`src/rtl/product_accumulator.sv`:
```
// Frame accumulator behind the 4x4 multiplier: sums unsigned 8-bit products per frame
// with saturation, valid/ready on both sides, and one DONE cycle minimum between frames.
module product_accumulator #(
    parameter int ACC_W     = 12,
    parameter int MAX_TERMS = 16
) (
    input  logic                         clk,
    input  logic                         rst_n,
    input  logic                         in_valid,
    output logic                         in_ready,
    input  logic [7:0]                   P,
    input  logic                         in_last,
    output logic                         out_valid,
    input  logic                         out_ready,
    output logic [ACC_W-1:0]             SUM,
    output logic [$clog2(MAX_TERMS):0]   COUNT,
    output logic                         OVF
);

    localparam int CNT_W = $clog2(MAX_TERMS) + 1;
    localparam logic [CNT_W-1:0] MAX_CNT = CNT_W'(MAX_TERMS);
    localparam logic [CNT_W-1:0] ONE_CNT = CNT_W'(1);

    typedef enum logic [1:0] {IDLE, ACCUM, DONE} state_t;

    state_t           state, state_next;
    logic [ACC_W-1:0] acc, acc_next;
    logic [CNT_W-1:0] count, count_next;
    logic             ovf, ovf_next;
    logic [ACC_W:0]   add_res;

    // Returns {overflow, value}; once saturated the frame stays pinned at all ones.
    function automatic logic [ACC_W:0] sat_add(input logic [ACC_W-1:0] a,
                                               input logic [7:0]       p,
                                               input logic             sat);
        logic [ACC_W:0] wide;
        wide = {1'b0, a} + (ACC_W+1)'(p);
        if (wide[ACC_W] || sat)
            return {1'b1, {ACC_W{1'b1}}};
        return wide;
    endfunction

    always_ff @(posedge clk or negedge rst_n) begin
        if (!rst_n) begin
            state <= IDLE;
            acc   <= '0;
            count <= '0;
            ovf   <= 1'b0;
        end else begin
            state <= state_next;
            acc   <= acc_next;
            count <= count_next;
            ovf   <= ovf_next;
        end
    end

    always_comb begin
        state_next = state;
        acc_next   = acc;
        count_next = count;
        ovf_next   = ovf;
        in_ready   = (state != DONE);
        out_valid  = (state == DONE);
        add_res    = sat_add(acc, P, ovf);
        case (state)
            IDLE: begin
                if (in_valid) begin
                    acc_next   = ACC_W'(P);
                    count_next = ONE_CNT;
                    ovf_next   = 1'b0;
                    state_next = (in_last || ONE_CNT == MAX_CNT) ? DONE : ACCUM;
                end
            end
            ACCUM: begin
                if (in_valid) begin
                    acc_next   = add_res[ACC_W-1:0];
                    ovf_next   = add_res[ACC_W];
                    count_next = count + ONE_CNT;
                    state_next = (in_last || (count + ONE_CNT) == MAX_CNT) ? DONE : ACCUM;
                end
            end
            DONE: begin
                if (out_ready)
                    state_next = IDLE;
            end
            default: state_next = IDLE;
        endcase
    end

    assign SUM   = acc;
    assign COUNT = count;
    assign OVF   = ovf;

endmodule
```
`config.mk`:
```
export PLATFORM = sky130hd
export DESIGN_NAME = product_accumulator
export DESIGN_NICKNAME = d
export VERILOG_FILES = /design/src/rtl/product_accumulator.sv
export SDC_FILE = /design/constraint.sdc
export NUM_CORES = 1
export LEC_CHECK = 0
export BUFFER_PORTS_ARGS = -buffer_cell sky130_fd_sc_hd__buf_2
export CAP_MARGIN = 20
export CORE_ASPECT_RATIO = 0.7
export CORE_MARGIN = 5
export CORE_UTILIZATION = 40
export DETAILED_ROUTE_END_ITERATION = 12
export PLACE_DENSITY_LB_ADDON = 0.15
export SYNTH_ARGS = -nofsm -noshare
export SYNTH_HDL_FRONTEND = slang
export SYNTH_SLANG_ARGS = --single-unit
```
`constraint.sdc`:
```
create_clock -name clk -period 6.3 [get_ports clk]
set_input_delay 0.315 -clock clk [delete_from_list [all_inputs] [get_ports clk]]
set_output_delay 0.315 -clock clk [all_outputs]
set_load 0.05 [all_outputs]
```
==> results.py, run 1 <==
metrics = {
    "drt": {
        "wl_per_cell_um": 16.0,
        "ant_nets": 0,
        "routed_wl_um": 3790,
        "vias": 1339,
        "vias_per_cell": 5.65,
        "drtIter0Drc": 52,
        "drcViolationCount": 0,
        "first_pass_iters": 4,
    },
    "logic_synthesis": {
        "synth_area_leaders": "dfrtp_1 (34%), ha_1 (7.7%), o32ai_1 (4.2%)",
        "synth_area_per_cell_um2": 9.18,
        "synth_cells": 159,
        "synth_nets": 182,
        "ys_seq_area_share_pct": 34.3,
        "synth_area_um2": 1460,
        "synth_warnings": 0,
        "synthArstFlopShare_pct": 100,
        "synth_top_area_share_pct": 34.3,
        "ys_ff_latch": 20,
        "yosys.cell_types.count": 48,
        "synth-main-ff-cell": "dfrtp_1",
        "synth_edf_count": 0,
        "yosysTopAreaCell": "dfrtp_1",
    },
    "cells_and_area": {
        "final_common_cell": "buf_2",
        "area_growth_pct": 16.6,
        "final_layout_size_suffix_gt1_share_pct": 23.5,
        "fin_util_pct": 48.4,
        "diodes": 0,
        "layout.nets": 211,
        "most-common-layout-cells": "buf_2 (32), dfrtp_1 (20), nand2_1 (16)",
    },
    "power_and_ir_drop": {
        "irDropWorstVdd_mv": 0.134,
        "power.density_nw_per_um2": 361,
        "p_leak_nw": 0.795,
    },
    "timing": {
        "period_needed_ps": 2400,
        "hold_viol_final": 20,
        "rsz0062_at_grt": "false",
        "timing.final.crit_share_pct": 38.1,
        "drv_slew": 0,
        "setup_viol": 0,
        "worst_hold_slack_ps": -6.93,
        "worst_pin_slew_ps": 776,
        "max_freq_mhz": 417,
        "skew_ps": 1.54,
        "setup_tns_ps": 0,
        "slew-limit-headroom_pct": 48.2,
    },
    "job": {
        "max-cap-violations": 0,
    },
    "critical_path": {
        "cp-start-kind": "flop",
        "cp_slowest_cell": "fa_1",
        "critical_path.startpoint": "SUM[0]",
        "setup.worst_path.end_class": "flop",
        "cp.arrival_ps": 2550,
        "r2r_cells": 8,
        "timing.rr.start": "SUM[0]",
        "worstPathMaxFanout": 7,
        "critPathCapture": "SUM[4]",
        "crit_type": "reg -> reg",
        "critical-path-max-stage-delay_ps": 430,
        "cp.required_ps": 6450,
        "reg2reg_setup_slack_ps": 3900,
        "r2r_end": "SUM[4]",
        "crit_chain": "ha_1 > fa_1 > a211o_1 > nand2_1 > a211oi_1 > buf_4 > o32ai_1 > o21ai_1",
    },
    "global_route": {
        "overflow": 0,
        "antenna_found_initial": 0,
        "grtUsageTotal_pct": 16.9,
        "grt_pass1_vias": 1297,
        "grt_max_degree": 21,
        "grt_first_pass_wirelength_um": 6420,
    },
    "outcome": {
        "violations": "negative hold slack",
        "status": "complete, but fails checks",
    },
    "worst_hold_path": {
        "hold_path.class": "in -> async",
    },
    "cts": {
        "cts_resized": 0,
        "numCtsBuffers": 3,
        "cts_sinks": 20,
        "clockBufferDepth": 2,
        "htreeDepth": 1,
        "cts_root_buffer": "clkbuf_8",
        "hold_buffers": 0,
        "cts_tree": "done",
        "cts_setup_buffers": 0,
        "insertion_delay_ps": 270,
        "path_clk_slew_ps": 80,
    },
    "floorplanning": {
        "die-height_um": 60.5,
        "start_util_pct": 41.5,
        "dieArea_um2": 4970,
        "core-area_um2": 3510,
        "die_w_um": 82.2,
        "ioPinCount": 33,
        "rows": 18,
    },
    "placed_design": {
        "port-buffer-count": 32,
        "hpwl_um": 2690,
        "place_congestion": 0.818,
    },
}
-- state kept, by name, summed over array words and instances, names as in the netlist --
signal / cells
state: 2
OVF: 1
COUNT: 5
SUM: 12
-- power by group --
| group | leakage, nW | internal, mW | total, mW | switching, mW |
|---|---|---|---|---|
| combinational | 0.509 | 0.108 | 0.320 | 0.212 |
| sequential | 0.257 | 0.153 | 0.189 | 0.0357 |
| clock | 0.0288 | 0.0558 | 0.104 | 0.0485 |
-- layer usage --
metal  GRT usage [%]  wire length, µm  up-vias
met4            4.50               53        0
li1                -                -      668
met2            24.0             1570       31
met1            25.6             2000      634
met5               0                0        -
met3            4.01              162        6
-- worst min path at each step --
stage / start / endpoint / slack (ps) / cells after the start
floorplan: rst_n / COUNT[0] / 20 / 0
global placement: rst_n / SUM[6] / 300 / 1
detailed placement: rst_n / SUM[6] / 300 / 1
CTS: rst_n / SUM[6] / 10 / 1
global route: rst_n / SUM[11] / 30 / 1
finish: rst_n / SUM[6] / -7 / 1
-- critical path, delay by kind of cell, from the launching register on --
family,cells,cell delay (ps)
compound gates,4,890
fa+ha+maj,2,650
buf+inv,1,220
flops,1,400
simple gates,1,130
-- stage by stage --
stage               area, µm²  setup WS [ps]  instances  hold slack, ps  total power, mW
floorplan                1460           3890        159            19.4            0.438
global placement         1650           3960        233             305            0.502
detailed placement       1650           3860        233             301            0.509
CTS                      1700           3910        237            10.7            0.614
global route             1700           3730        237            30.9            0.655
finish                   1700           3900        237           -6.93            0.614
-- synthesized netlist by cell type (all sizes together), types with 3 or more instances --
master and number:
a21oi 6, buf 5, ha 9, clkbuf 5, nand2b 4, nor3b 3
a211oi 3, dfrtp 20, o21ai 14, inv 3, a21o 6, nor3 5
nand2 16, nand3 7, o32ai 7, a22o 3, mux2i 3, nor2 6
-- cell families (layout without fill, tap and decap cells) --
logic type | after synthesis | count (layout) | synth area share (%)
AO/OA/AOI/OAI | 55 | 55 | 27.5
AND/OR/NAND/NOR | 54 | 54 | 20.0
flip-flops | 20 | 20 | 34.3
buffers and inverters | 13 | 41 | 4.20
adder cells (fa/ha/maj) | 10 | 10 | 9.09
multiplexers | 4 | 4 | 3.09
XOR/XNOR | 3 | 3 | 1.80
-- cell type report --
| type | count | area (µm²) |
|---|---|---|
| clock buffer | 4 | 55.1 |
| fill | 368 | 1810 |
| inverter | 3 | 11.3 |
| multi-input combinational | 126 | 897 |
| sequential | 20 | 500 |
| tap | 50 | 62.6 |
| timing repair buffer | 34 | 175 |
Note: power is estimated with default switching activity, not from simulation.
==> run 2: changes to the inputs <==
--- a/config.mk
+++ b/config.mk
@@ -5,6 +5,7 @@
 export SDC_FILE = /design/constraint.sdc
 export NUM_CORES = 1
 export LEC_CHECK = 0
+export ABC_AREA = 1
 export BUFFER_PORTS_ARGS = -buffer_cell sky130_fd_sc_hd__buf_2
 export CAP_MARGIN = 20
 export CORE_ASPECT_RATIO = 0.7
==> constraint.sdc (replaced) <==
create_clock -name clk -period 2.24 [get_ports clk]
set_input_delay 0.112 -clock clk [delete_from_list [all_inputs] [get_ports clk]]
set_output_delay 0.112 -clock clk [all_outputs]
set_load 0.05 [all_outputs]
==> run 2 against run 1 <==
Against the previous run: clock skew barely moved; power rose by 150%; the run now ends clean; count of clock-buffer cells in the layout did not move; global-route usage fell by 1.6 points; flip-flop and latch count did not move; sequential power rose to 2.6 times the previous value; combinational power rose by 130%; fmax rose by 24%; area after synthesis rose by 7.8%.
==> results.py, run 2 <==
metrics = {
    "cells_and_area": {
        "final_layout_size_suffix_gt1_share_pct": 19.0,
        "final_common_cell": "nand2_1",
        "fill_cells": 417,
        "layout.nets": 298,
        "most-common-layout-cells": "nand2_1 (88), nor2_1 (32), buf_2 (32)",
        "diodes": 0,
        "area_growth_pct": 17.6,
        "largest_reg_flops": 12,
    },
    "critical_path": {
        "timing.rr.start": "SUM[0]",
        "crit_chain": "ha_1 > fa_1 > nand3_1 > nand3_1 > nand3_1 > nand3_2 > nor2_1 > nand2_1 > nand2_1 > nand2_1",
        "cp_top_family": "simple AND/OR/NAND/NOR gates",
        "worstPathMaxFanout": 5,
        "crit_buf_inv": 0,
        "cp.required_ps": 2400,
        "r2r_cells": 10,
        "cp.arrival_ps": 2090,
        "crit_type": "reg -> reg",
        "cp_slowest_cell": "fa_1",
        "r2r_end": "SUM[6]",
        "cp-start-kind": "flop",
        "setup.worst_path.end_class": "flop",
        "critical-path-max-stage-delay_ps": 410,
        "reg2reg_setup_slack_ps": 310,
    },
    "logic_synthesis": {
        "synth_cells": 239,
        "synth_area_um2": 1570,
        "yosysTopAreaCell": "dfrtp_1",
        "yosys.cell_types.count": 28,
        "synth_nets": 262,
        "synth_edf_count": 0,
        "ys_seq_area_share_pct": 31.8,
        "synth-main-ff-cell": "dfrtp_1",
        "yosysMostFrequentCell": "nand2_1",
        "synth_area_per_cell_um2": 6.58,
        "synth_warnings": 0,
        "synth_area_leaders": "dfrtp_1 (32%), nand2_1 (21%), nor2_1 (7.6%)",
        "synth_top_area_share_pct": 31.8,
        "ys_ff_latch": 20,
        "synth_top_cells_by_count": "nand2_1 (88), nor2_1 (32), inv_1 (30), dfrtp_1 (20), nand3_1 (16)",
        "synthArstFlopShare_pct": 100,
    },
    "cts": {
        "cts_sinks": 20,
        "clockBufferDepth": 2,
        "insertion_delay_ps": 260,
        "htreeDepth": 1,
        "path_clk_slew_ps": 80,
        "cts_tree": "done",
        "numCtsBuffers": 3,
        "cts_root_buffer": "clkbuf_8",
    },
    "job": {
        "max-cap-violations": 0,
    },
    "timing": {
        "worst_pin_slew_ps": 728,
        "timing.final.crit_share_pct": 86.4,
        "max_freq_mhz": 517,
        "setup_viol": 0,
        "drv_slew": 0,
        "setup_tns_ps": 0,
        "hold_viol_final": 0,
        "rsz0062_at_grt": "false",
        "period_needed_ps": 1930,
        "slew-limit-headroom_pct": 51.4,
        "skew_ps": 1.45,
    },
    "power_and_ir_drop": {
        "power.density_nw_per_um2": 817,
        "power.total_mw": 1.51,
        "irDropWorstVdd_mv": 0.502,
        "p_leak_nw": 1.05,
    },
    "drt": {
        "vias_per_cell": 4.65,
        "wl_per_cell_um": 11.6,
        "routed_wl_um": 3790,
        "vias": 1515,
        "first_pass_iters": 4,
        "ant_nets": 0,
        "drtIter0Drc": 76,
        "drcViolationCount": 0,
    },
    "placed_design": {
        "place_congestion": 0.878,
        "port-buffer-count": 32,
        "hpwl_um": 3050,
    },
    "worst_hold_path": {
        "hp-start": "out_ready",
        "hold_path.class": "in -> reg",
        "whs_path_depth": 2,
        "hold_end": "state[1]",
    },
    "global_route": {
        "grt_first_pass_wirelength_um": 6550,
        "grtUsageTotal_pct": 15.3,
        "grt_max_degree": 24,
        "overflow": 0,
        "grt_pass1_vias": 1383,
        "antenna_found_initial": 0,
    },
    "floorplanning": {
        "ioPinCount": 33,
        "rows": 19,
        "start_util_pct": 40.8,
        "core-area_um2": 3850,
        "die_w_um": 84.9,
        "die-height_um": 62.5,
        "dieArea_um2": 5310,
    },
    "outcome": {
        "status": "complete, no violations",
    },
}
==> run 2: cell count changes after synthesis, moves of 5 or more <==
cell,before,now
o32ai_1,7,0
a21o_1,6,0
nor3_1,5,0
nand2_1,16,88
nand3_1,7,16
clkbuf_1,5,0
o21ai_1,8,2
inv_1,3,30
nor2_1,6,32
==> run 2: what timing repair did <==
action	in CTS	in global routing
endpoints found under the setup margin	0	0
hold endpoints to repair	20	0
buffers inserted	0	0
gates resized for setup	0	0
hold buffers	1	0
==> run 2: area by class of cell <==
cell class	count	area [µm²]	area share, %
Clock buffer	4	55.1	2.98
Inverter	35	134	7.24
Multi-Input combinational cell	181	917	49.6
Sequential cell	20	500	27.1
Tap cell	52	65.1	3.52
Timing Repair Buffer	34	178	9.61
==> run 2: logic make-up after synthesis <==
family	after synthesis	share of synthesized area [%]
AOI/OAI and AO/OA	19	7.48
xor gates and xnor gates	4	2.23
adders and majority gates	10	8.43
buffers and inverters	38	9.86
DFF	20	31.8
and+or+nand+nor	148	40.2
==> run 2: worst max-delay path by stage <==
stage            from      to  slack [ps]  cells after the start
6_report       SUM[0]  SUM[6]         310                     10
2_1_floorplan  SUM[0]     OVF         230                     10
5_1_grt        SUM[0]  SUM[6]         110                     10
4_1_cts        SUM[0]  SUM[6]         290                     10
3_5_place_dp   SUM[0]  SUM[6]         290                     10
3_3_place_gp   SUM[0]  SUM[7]         380                     10
==> run 2: per-layer routing <==
layer | track usage (%) | part of all wire (%)
met1 | 22.6 | 53
met2 | 23.1 | 40
met3 | 3.16 | 6.2
met4 | 2.96 | 0.71
met5 | 0 | 0
==> run 2: where the power goes <==
| group | internal [mW] | total, mW | switching, mW |
|---|---|---|---|
| combinational | 0.217 | 0.738 | 0.521 |
| sequential | 0.419 | 0.491 | 0.0720 |
| clock | 0.157 | 0.282 | 0.125 |
| total | 0.792 | 1.51 | 0.718 |
==> run 2: metrics by stage <==
step | cells | worst slack, ps | util [%] | area, µm² | hold slack [ps]
floorplan | 239 | 229 | - | 1570 | -184
global route | 326 | 112 | 48.0 | 1850 | 41.6
CTS | 326 | 286 | 48.0 | 1850 | 27.8
global placement | 321 | 376 | 46.3 | 1780 | 98.0
finish | 326 | 305 | 48.0 | 1850 | 30.9
detailed placement | 321 | 294 | 46.3 | 1780 | 98.1
==> run 3: changes to the inputs <==
--- a/config.mk
+++ b/config.mk
@@ -5,7 +5,6 @@
 export SDC_FILE = /design/constraint.sdc
 export NUM_CORES = 1
 export LEC_CHECK = 0
-export ABC_AREA = 1
 export BUFFER_PORTS_ARGS = -buffer_cell sky130_fd_sc_hd__buf_2
 export CAP_MARGIN = 20
 export CORE_ASPECT_RATIO = 0.7
==> run 3 against run 2 <==
Against the previous run: clock skew up 3.2 ps; register-to-register slack worse by 230 ps; critical endpoint is now SUM[1]; cell area fell by 2.0%.
==> results.py, run 3 (same netlist as run 1, synthesis figures left out) <==
metrics = {
    "critical_path": {
        "r2r_end": "SUM[1]",
        "critical_path.startpoint": "SUM[0]",
        "crit_type": "reg -> reg",
        "cp.arrival_ps": 2310,
        "critPathCapture": "SUM[1]",
        "r2r_cells": 8,
        "cp-start-kind": "flop",
        "setup.worst_path.end_class": "flop",
        "cp.required_ps": 2380,
        "reg2reg_setup_slack_ps": 70,
        "timing.rr.start": "SUM[0]",
        "worstPathMaxFanout": 8,
    },
    "power_and_ir_drop": {
        "power.total_mw": 1.77,
        "p_comb_share_pct": 56.6,
        "power.density_nw_per_um2": 975,
        "p_int_uw": 908,
        "clkPwrFrac_pct": 13.8,
        "power.switching_uw": 859,
        "irDropWorstVdd_mv": 0.586,
        "p_leak_nw": 0.826,
        "p_seq_share_pct": 29.5,
        "swShare_pct": 48.6,
    },
    "drt": {
        "drtIter0Drc": 107,
        "vias_per_cell": 5.79,
        "routed_wl_um": 3910,
        "drcViolationCount": 0,
        "wl_per_cell_um": 16.1,
        "first_pass_iters": 6,
        "ant_nets": 0,
        "vias": 1407,
    },
    "timing": {
        "setup_ws_ps": 70.5,
        "skew_ps": 4.69,
        "hold_viol_final": 0,
        "slew-limit-headroom_pct": 65.6,
        "timing.final.crit_share_pct": 96.9,
        "setup_viol": 0,
        "drv_slew": 0,
        "setup_tns_ps": 0,
        "worst_pin_slew_ps": 515,
        "period_needed_ps": 2170,
        "max_freq_mhz": 461,
    },
    "floorplanning": {
        "rows": 18,
        "dieArea_um2": 4970,
        "die-height_um": 60.5,
        "core-area_um2": 3510,
        "start_util_pct": 41.5,
        "die_w_um": 82.2,
        "ioPinCount": 33,
    },
    "global_route": {
        "antenna_found_initial": 0,
        "grt_pass1_vias": 1354,
        "grt_first_pass_wirelength_um": 6790,
        "overflow": 0,
        "grt_max_degree": 21,
        "grtUsageTotal_pct": 17.6,
    },
    "cts": {
        "path_clk_slew_ps": 80,
        "cts_sinks": 20,
        "numCtsBuffers": 3,
        "insertion_delay_ps": 260,
        "htreeDepth": 1,
        "cts_tree": "done",
        "clockBufferDepth": 2,
        "cts_root_buffer": "clkbuf_8",
    },
    "cells_and_area": {
        "final_common_cell": "buf_2",
        "layout.nets": 217,
        "most-common-layout-cells": "buf_2 (32), dfrtp_1 (19), nand2_1 (15)",
        "diodes": 0,
        "largest_reg_flops": 12,
        "final_layout_size_suffix_gt1_share_pct": 29.5,
        "area_growth_pct": 24.3,
        "fill_cells": 359,
    },
    "job": {
        "max-cap-violations": 0,
    },
    "placed_design": {
        "hpwl_um": 2810,
        "pre_cts_ws_ps": -70.7,
        "place_congestion": 0.787,
        "port-buffer-count": 32,
    },
    "worst_hold_path": {
        "hold_path.class": "in -> reg",
        "hp-start": "out_ready",
    },
    "outcome": {
        "status": "complete, no violations",
    },
}
-- run 3: cell count changes in the layout (fill, tap and decap cells not counted), moves of 3 or more --
| cell | delta |
|---|---|
| nand2b_1 | +4 |
| nor2_1 | -26 |
| a21o_1 | +6 |
| o32ai_2 | +3 |
| buf_4 | +5 |
| nor3_1 | +5 |
| nand3_1 | -9 |
| inv_2 | -4 |
| o32ai_1 | +4 |
| inv_1 | -27 |
| nand2_1 | -73 |
| mux2i_1 | +3 |
| o21ai_1 | +6 |
-- run 3: cell type report --
class	count	area [µm²]	area share [%]
timing repair buffer	40	226	12.5
clock buffer	4	45.0	2.48
sequential	20	502	27.7
multi-input combinational	126	966	53.3
tap	50	62.6	3.45
inverter	3	11.3	0.621
-- run 3: worst min path at each step --
stage	endpoint	slack, ps	cells past startpoint
after CTS	state[1]	30	2
after detailed placement	SUM[2]	90	1
after global placement	SUM[2]	100	1
final	state[1]	40	2
after floorplan	COUNT[0]	-180	0
after global routing	state[1]	30	2
-- run 3: what timing repair did --
action / in CTS / in global routing
buffers inserted: 0 / 1
hold endpoints to repair: 20 / 0
hold buffers: 1 / 0
gates resized for setup: 3 / 6
pin swaps: 0 / 1
setup endpoints to repair: 7 / 9
-- run 3: per-layer routing --
metal / track usage [%] / vias up / share of wire [%]
met1: 26.2 / 680 / 50
li1: - / 679 / -
met4: 2.13 / 0 / 0.44
met2: 26.6 / 46 / 44
met3: 4.30 / 2 / 5.9
met5: 0 / - / 0
-- run 3: critical path, stage by stage (launching register included) --
cell	delay, ps
dfrtp_2	440
ha_4	170
fa_2	340
a211o_1	320
nand2_2	130
a211oi_4	100
buf_6	170
o32ai_1	290
o21ai_1	90
-- run 3: power groups by stage --
stage,combinational (mW),clock [mW],sequential [mW]
after detailed placement,0.929,0,0.527
after global placement,0.920,0,0.522
after floorplan,0.494,0,0.743
final,1.00,0.245,0.522
after CTS,0.949,0.254,0.520
after global routing,1.09,0.268,0.536
-- run 3: metrics by stage --
step	instance area [µm²]	hold slack, ps	cells	utilization, %
finish	1810	39.6	243	51.6
global route	1810	34.4	243	51.6
CTS	1760	34.5	242	50.2
detailed placement	1690	87.2	237	48.2
global placement	1690	97.8	237	48.2
floorplan	1480	-184	159	-
